**src/rtl/if_axi_responder.sv**
```systemverilog
// if_axi_responder
//
// Responder end of the instruction-fetch request interface. Fetch requests
// (op=0) become single-beat 64-bit AXI4 reads. Write requests (op=1) are illegal
// on the fetch port, so they complete locally with zero data. Responses return
// in strict request order: a small order FIFO records the kind of each accepted
// request, and the response side always serves the FIFO head.
//
// Parameters
//   MAX_OUTSTANDING  accepted-but-uncompleted requests (legal 1..4)
//   AXI_ID           constant ARID
//
// Ports
//   clk, rst                 clock (rising edge), asynchronous active-high reset
//   if_req_valid/if_req_op   IF request valid / 0=fetch, 1=write (local)
//   inst_addr                byte address of the request
//   inst_addr_ok             request accepted this cycle
//   inst_data_ok             response valid this cycle (always consumed)
//   inst_data, inst_err      response data / AXI error, qualified by inst_data_ok
//   ar_*                     AXI read-address channel (single beat, 8 bytes, INCR)
//   r_*                      AXI read-data channel (r_last, r_id ignored)
module if_axi_responder #(
  parameter int unsigned MAX_OUTSTANDING = 2,
  parameter logic [3:0]  AXI_ID          = 4'd0
) (
  input  logic        clk,
  input  logic        rst,
  // IF-stage request/response
  input  logic        if_req_valid,
  input  logic        if_req_op,
  input  logic [63:0] inst_addr,
  output logic        inst_addr_ok,
  output logic        inst_data_ok,
  output logic [63:0] inst_data,
  output logic        inst_err,
  // AXI read-address channel
  output logic        ar_valid,
  input  logic        ar_ready,
  output logic [63:0] ar_addr,
  output logic [3:0]  ar_id,
  output logic [7:0]  ar_len,
  output logic [2:0]  ar_size,
  output logic [1:0]  ar_burst,
  // AXI read-data channel
  input  logic        r_valid,
  output logic        r_ready,
  input  logic [63:0] r_data,
  input  logic [1:0]  r_resp,
  input  logic        r_last,
  input  logic [3:0]  r_id
);

  localparam int unsigned PtrW = (MAX_OUTSTANDING > 1) ? $clog2(MAX_OUTSTANDING) : 1;
  localparam int unsigned CntW = $clog2(MAX_OUTSTANDING + 1);

  localparam logic [CntW-1:0] MaxCnt  = CntW'(MAX_OUTSTANDING);
  localparam logic [PtrW-1:0] LastPtr = PtrW'(MAX_OUTSTANDING - 1);

  typedef enum logic {
    KindAxi   = 1'b0,
    KindLocal = 1'b1
  } kind_e;

  // Order FIFO state
  kind_e           kind_q [MAX_OUTSTANDING];
  logic [PtrW-1:0] wr_ptr_q, wr_ptr_d;
  logic [PtrW-1:0] rd_ptr_q, rd_ptr_d;
  logic [CntW-1:0] count_q, count_d;

  // AR holding register
  logic            ar_valid_q, ar_valid_d;
  logic [63:0]     ar_addr_q, ar_addr_d;

  logic            not_full;
  logic            not_empty;
  logic            head_local;
  logic            push;
  logic            pop;

  // r_last, r_id and the byte offset are intentionally not used.
  logic unused_ok;
  assign unused_ok = ^{r_last, r_id, inst_addr[2:0]};

  function automatic logic [PtrW-1:0] ptr_inc(input logic [PtrW-1:0] p);
    return (p == LastPtr) ? '0 : p + 1'b1;
  endfunction

  // ---------------------------------------------------------------------------
  // Request side
  // ---------------------------------------------------------------------------
  // Uses only registered state plus the request inputs, so there is no
  // combinational path from r_valid or ar_ready to inst_addr_ok. A pop in the
  // same cycle does not free a slot until the next cycle.
  assign not_full  = (count_q < MaxCnt);
  assign not_empty = (count_q != '0);

  // A fetch needs the AR holding register free; local writes do not.
  assign push = ~rst & if_req_valid & not_full & (if_req_op | ~ar_valid_q);

  // ---------------------------------------------------------------------------
  // Response side
  // ---------------------------------------------------------------------------
  assign head_local = (kind_q[rd_ptr_q] == KindLocal);

  // LOCAL heads complete immediately; AXI heads wait for read data.
  assign pop = ~rst & not_empty & (head_local | r_valid);

  always_comb begin
    inst_addr_ok = push;
    inst_data_ok = pop;
    inst_data    = '0;
    inst_err     = 1'b0;
    r_ready      = ~rst & not_empty & ~head_local;
    if (pop && !head_local) begin
      inst_data = r_data;
      inst_err  = (r_resp != 2'b00);
    end
  end

  // ---------------------------------------------------------------------------
  // AXI read-address channel
  // ---------------------------------------------------------------------------
  assign ar_valid = ar_valid_q & ~rst;
  assign ar_addr  = ar_addr_q;
  assign ar_id    = AXI_ID;
  assign ar_len   = 8'd0;
  assign ar_size  = 3'b011;
  assign ar_burst = 2'b01;

  always_comb begin
    ar_valid_d = ar_valid_q;
    ar_addr_d  = ar_addr_q;
    if (ar_valid_q && ar_ready) begin
      ar_valid_d = 1'b0;
    end
    // A new fetch cannot coincide with a pending AR: push is gated by ~ar_valid.
    if (push && !if_req_op) begin
      ar_valid_d = 1'b1;
      ar_addr_d  = {inst_addr[63:3], 3'b000};
    end
  end

  // ---------------------------------------------------------------------------
  // FIFO pointer / count next state
  // ---------------------------------------------------------------------------
  always_comb begin
    wr_ptr_d = wr_ptr_q;
    rd_ptr_d = rd_ptr_q;
    count_d  = count_q;
    if (push) begin
      wr_ptr_d = ptr_inc(wr_ptr_q);
    end
    if (pop) begin
      rd_ptr_d = ptr_inc(rd_ptr_q);
    end
    case ({push, pop})
      2'b10:   count_d = count_q + 1'b1;
      2'b01:   count_d = count_q - 1'b1;
      default: count_d = count_q;
    endcase
  end

  // ---------------------------------------------------------------------------
  // State registers
  // ---------------------------------------------------------------------------
  always_ff @(posedge clk or posedge rst) begin
    if (rst) begin
      wr_ptr_q   <= '0;
      rd_ptr_q   <= '0;
      count_q    <= '0;
      ar_valid_q <= 1'b0;
      ar_addr_q  <= '0;
    end else begin
      wr_ptr_q   <= wr_ptr_d;
      rd_ptr_q   <= rd_ptr_d;
      count_q    <= count_d;
      ar_valid_q <= ar_valid_d;
      ar_addr_q  <= ar_addr_d;
    end
  end

  // Kind bits are reset too so the head kind is never X while the FIFO is empty.
  always_ff @(posedge clk or posedge rst) begin
    if (rst) begin
      for (int i = 0; i < int'(MAX_OUTSTANDING); i++) begin
        kind_q[i] <= KindAxi;
      end
    end else if (push) begin
      kind_q[wr_ptr_q] <= if_req_op ? KindLocal : KindAxi;
    end
  end

endmodule

```
**config.mk**
```make
export PLATFORM = sky130hd
export DESIGN_NAME = if_axi_responder
export DESIGN_NICKNAME = d
export VERILOG_FILES = /design/src/rtl/if_axi_responder.sv
export SDC_FILE = /design/constraint.sdc
export NUM_CORES = 1
export LEC_CHECK = 0
export CORE_AREA = 2 2 113 115
export DETAILED_ROUTE_END_ITERATION = 10
export DIE_AREA = 0 0 115 117
export PLACE_DENSITY = 0.86
export SETUP_SLACK_MARGIN = 0.3
export SYNTH_ARGS = -nofsm -noshare
export SYNTH_HDL_FRONTEND = slang
export SYNTH_SLANG_ARGS = --single-unit
```
**constraint.sdc**
```tcl
create_clock -name clk -period 1.9 [get_ports clk]
set_input_delay 0.38 -clock clk [delete_from_list [all_inputs] [get_ports clk]]
set_output_delay 0.38 -clock clk [all_outputs]
set_load 0.05 [all_outputs]
```
Word-level counts from Yosys, hierarchy flattened
Cells that the tools add are included.

word-level totals
  input bits = 141
  register bits = 68
  output and inout port bits = 150
  word-level logic and storage cells = 55

cells by class
  order comparisons = 4
  reduce and logical (&&, ||, !) cells = 10
  multiplexer cells = 14
  bitwise gates (word level) = 14
  add/sub/neg operators = 4
  equality and inequality tests = 2

operators by type and width
  kind                                                 number
  2-to-1 mux 64 bit                                    1
  2-to-1 mux 1 bit                                     10
  nonzero test 2 bit                                   4
  bitwise AND 1 bit                                    7
  >= comparator 2 bit (second input constant)          2
  logical AND 1 bit                                    4
  NOT 1 -> 2 bit                                       2
  one-hot mux 2 bit (2 select lines)                   1
  NOT 1 bit                                            3
  adder 1 bit (second input constant)                  2
  adder 2 x 1 -> 2 bit (second input constant)         1
  bitwise mux 2 bit                                    1
  == test 2 x 1 -> 1 bit (second input constant)       1
  == test 2 bit (second input constant)                1
  zero test 1 bit                                      2
  < comparator 2 x 1 -> 1 bit (second input constant)  1
  < comparator 2 bit (second input constant)           1
  OR 1 bit                                             2
  subtractor 2 x 1 -> 2 bit (second input constant)    1
  demux 1 bit (select 1 bit)                           1

Logic depth before layout (Yosys ltp)
  word-level depth = 8
  depth in mapped cells = 7
  depth with buffers taken out = 7

Least setup slack after synthesis
Ideal clock, no wire load.

  kind = flip-flop to flip-flop
  start point = register rd_ptr_q
  end point = register count_q[1]
  path slack = -0.148 ns
  setup time = 0.079 ns
  cell stages (with the launch flop) = 7
  buffers on the path = 0
  data arrival time = 1.969 ns
  path through = dfrtp_1 > mux2_4 > nor2_1 > nor2_1 > ha_1 > nor2_1 > xor2_1

between the ends
  word-level cells in the longest chain between the ends = 8

RTL lines
  element                                                                   line  source
  start, declared                                                           67    logic [PtrW-1:0] rd_ptr_q, rd_ptr_d;
  start signal, assigned                                                    175   rd_ptr_q <= rd_ptr_d;
  NOT 1 -> 2 bit (not written as such) (*)                                  103   assign head_local = (kind_q[rd_ptr_q] == KindLocal);
  2-to-1 mux 1 bit (not written as such) (*) (3 in series)                  103
  OR 1 bit (*)                                                              106   assign pop = ~rst & not_empty & (head_local | r_valid);
  bitwise AND 1 bit (*)                                                     106
  net inst_data_ok                                                          33    output logic inst_data_ok,
  == test 2 x 1 -> 1 bit or == test 2 bit (tied branches)                   156   case ({push, pop})
  one-hot mux 2 bit (2 select lines) or nonzero test 2 bit (tied branches)  --
  end signal, assigned                                                      176   count_q <= count_d;
  end, declared                                                             68    logic [CntW-1:0] count_q, count_d;

The timed path passes the listed nets; every way through them passes the cells marked *. The select of a mux whose other input is x is not followed.
A chain may end at the register's enable or synchronous reset.

Final worst setup path
  start point = register rd_ptr_q
  end point = output inst_data[30]

between the ends
  word-level cells in the longest chain between the ends = 8

RTL lines
  element                                                   line  source
  NOT 1 -> 2 bit (not written as such) (*)                  103
  2-to-1 mux 1 bit (not written as such) (*) (3 in series)  103
  OR 1 bit                                                  106
  bitwise AND 1 bit                                         106
  logical AND 1 bit (*)                                     114   if (pop && !head_local) begin
  2-to-1 mux 64 bit (*)                                     114
  end, declared                                             34    output logic [63:0] inst_data,

Mark *: on every way between the ends. The rest lies on a longest branch, timed or not. The select of a mux whose other input is x is not followed.

==> flow_summary.json <==
{
  "place_congestion": 0.812,
  "syn-cell-area_mm2": 0.00327,
  "dp.cells": 670,
  "syn_area_per_cell_um2": 12.6,
  "drc": 0,
  "placeableCoreArea_mm2": 0.0123,
  "synth_edf_count": 0,
  "final_net_count": 693,
  "place.detailed.hpwl_mm": 9.35,
  "first_pass_iters": 3,
  "fin_cells": 707,
  "r2r_slack_ns": 0.20,
  "clkSinkCount": 68,
  "clkSlewWorstSetupHoldPaths_ns": 0.05,
  "grt_util_met1": 0.168,
  "rsz0062_at_grt": "true",
  "fin_skew_ns": 0.00569,
  "status": "finished, violations left",
  "synth_area_leaders": "dfrtp_1 (52%), mux2_1 (20%), and2_1 (12%), buf_4 (4.6%), buf_6 (2.1%)",
  "period_share": 1.15,
  "maxCapViolations": 0,
  "vias": 3074,
  "cpPeakStageDelay_ns": 0.40,
  "root_buffer": "clkbuf_16",
  "yosysSeqAreaShare": 0.520,
  "synth_seq_cells": 68,
  "synth_warnings": 0,
  "fin_ws_ns": -0.292,
  "crit_path_end_kind": "primary output",
  "grtUsageTotal": 0.165,
  "grt.overflow.total": 0,
  "async_reset_ff_frac": 1.00,
  "synth.distinct_cells": 26,
  "fin_hold_ws_ns": 0.459,
  "vias_per_cell": 4.35,
  "violations": "setup timing",
  "worstSkewPairLatency_ns": 0.33,
  "area_growth_pct": 135,
  "ys_top_cells_by_count": "dfrtp_1 (68), and2_1 (64), mux2_1 (59), buf_4 (20), nor2_1 (8)",
  "yosysTopAreaCell": "dfrtp_1",
  "p_leak_nw": 3.61,
  "grt_pass1_wl_mm": 16.9,
  "routedWlPerCell_um": 17.8,
  "rows": 41,
  "timing.fmax_ghz": 0.456,
  "port_buffers": 262,
  "drt_iter0_markers": 72,
  "busiest_layer": "met2",
  "yosysMostFrequentCell": "dfrtp_1",
  "clockBufferDepth": 2,
  "setup_viol": 66,
  "antenna_found_initial": 1,
  "die_y_um": 117,
  "grt_pass1_vias": 3267,
  "p_per_area_mw_per_mm2": 1560,
  "path_cells": "mux2_4 > nor3_4 > buf_6 > clkbuf_16 > and2_2 > buf_12",
  "finalCriticalPeriod_ns": 2.19,
  "worstPathRequired_ns": 1.52,
  "hp-class": "input port to register",
  "worst_ir_drop_vdd_uv": 1330,
  "worstSetupPathType": "register to primary output",
  "grt_max_degree": 46,
  "start_util": 0.266,
  "cts_tree": "done",
  "finalPower_mw": 12.0,
  "die_area_mm2": 0.0135,
  "synth_cells": 260,
  "die_w_um": 115,
  "drt-total-wl_mm": 12.6,
  "cts-htree-levels": 3,
  "postRouteAntennaNets": 0,
  "final_util": 0.625,
  "critPathMaxFanout": 16,
  "io-pin-count": 291,
  "dp_slack_ns": -0.347,
  "use_met3": 0.0551,
  "drive_above_1_share": 0.536,
  "critPathSlowestCell": "dfrtp_1",
  "met2_usage": 0.318,
  "maxSlewViolCount": 0,
  "arrival_ns": 1.81,
  "synth_flop_cell": "dfrtp_1",
  "final-hold-violation-count": 0,
  "synth_top_area_share": 0.520,
  "startpoint_type": "register",
  "numCtsBuffers": 9
}
state kept, by name (all words and copies together), names as in the netlist:
name / flops
ar_addr: 61
ar_valid_q: 1
rd_ptr_q: 1
wr_ptr_q: 1
kind_q: 2
count_q: 2
worst paths after layout:
kind,start,end,cells past startpoint
worst max register to register,count_q[1],ar_addr[48],6
max in group asynchronous,rst,count_q[1],6
worst min-delay path,if_req_op,kind_q[0],3
worst min register to register,wr_ptr_q,wr_ptr_q,1
worst max-delay path,rd_ptr_q,inst_data[30],6
min in group asynchronous,rst,ar_addr[41],6
power breakdown:
part | internal, mW | leakage, nW | total (mW) | switching [mW]
combinational | 3.17 | 2.65 | 7.56 | 4.39
sequential | 2.18 | 0.815 | 2.66 | 0.474
clock | 1.18 | 0.153 | 1.78 | 0.593
total | 6.53 | 3.61 | 12.0 | 5.46
area by class of cell:
| class | count | area [um^2] |
|---|---|---|
| Sequential cell | 68 | 1700 |
| Clock inverter | 4 | 72.6 |
| Timing Repair Buffer | 295 | 3630 |
| Fill cell | 927 | 4620 |
| Clock buffer | 12 | 246 |
| Multi-Input combinational cell | 173 | 1840 |
| Inverter | 4 | 18.8 |
| Tap cell | 150 | 188 |
| Antenna cell | 1 | 2.50 |
cell usage in the layout (no fill, tap or decap), drive strengths merged, types with 3 or more instances in the layout:
cell / Yosys / final
buf: 26 / 111
clkdlybuf4s15: 0 / 24
nor2: 8 / 8
conb: 2 / 20
and2: 64 / 64
xnor2: 3 / 3
dfrtp: 68 / 68
clkdlybuf4s50: 0 / 129
inv: 4 / 3
clkbuf: 7 / 40
mux2: 64 / 64
cell families (layout without fill, tap and decap cells):
family	after synthesis	after routing	share of synthesized area
AOI/OAI and AO/OA	5	5	0.00994
xor gates and xnor gates	4	4	0.0107
adders and majority gates	1	1	0.00382
buffers and inverters	37	315	0.0814
DFF	68	68	0.520
muxes	64	64	0.221
other	2	21	0.00229
and+or+nand+nor	79	79	0.151
metal layers:
layer / wire, um / part of all wire
met4: 334 / 0.027
met5: 0 / 0
met2: 6900 / 0.55
met1: 4310 / 0.34
met3: 1040 / 0.083
critical path: cells and delay by family, from the launching register on:
| kind | cells | cell delay, ns |
|---|---|---|
| buffers and inverters | 3 | 0.43 |
| muxes | 1 | 0.33 |
| and+or+nand+nor | 2 | 0.32 |
| DFF | 1 | 0.40 |
metrics by stage:
stage	area (um^2)	setup TNS, ns
finish	7690	-17.87
global route	7690	-23.82
CTS	7270	-18.36
detailed placement	6820	-30.72
global placement	6820	-27.50
floorplan	3490	0
timing repair:
| action | CTS | global route |
|---|---|---|
| setup buffers | 7 | 5 |
| hold buffers | 0 | 0 |
| setup endpoints to repair | 179 | 170 |
| gates resized for setup | 90 | 150 |
| cloned | 2 | 6 |
| pin swaps | 2 | 5 |
No activity file was read; power rests on OpenSTA's default activity.
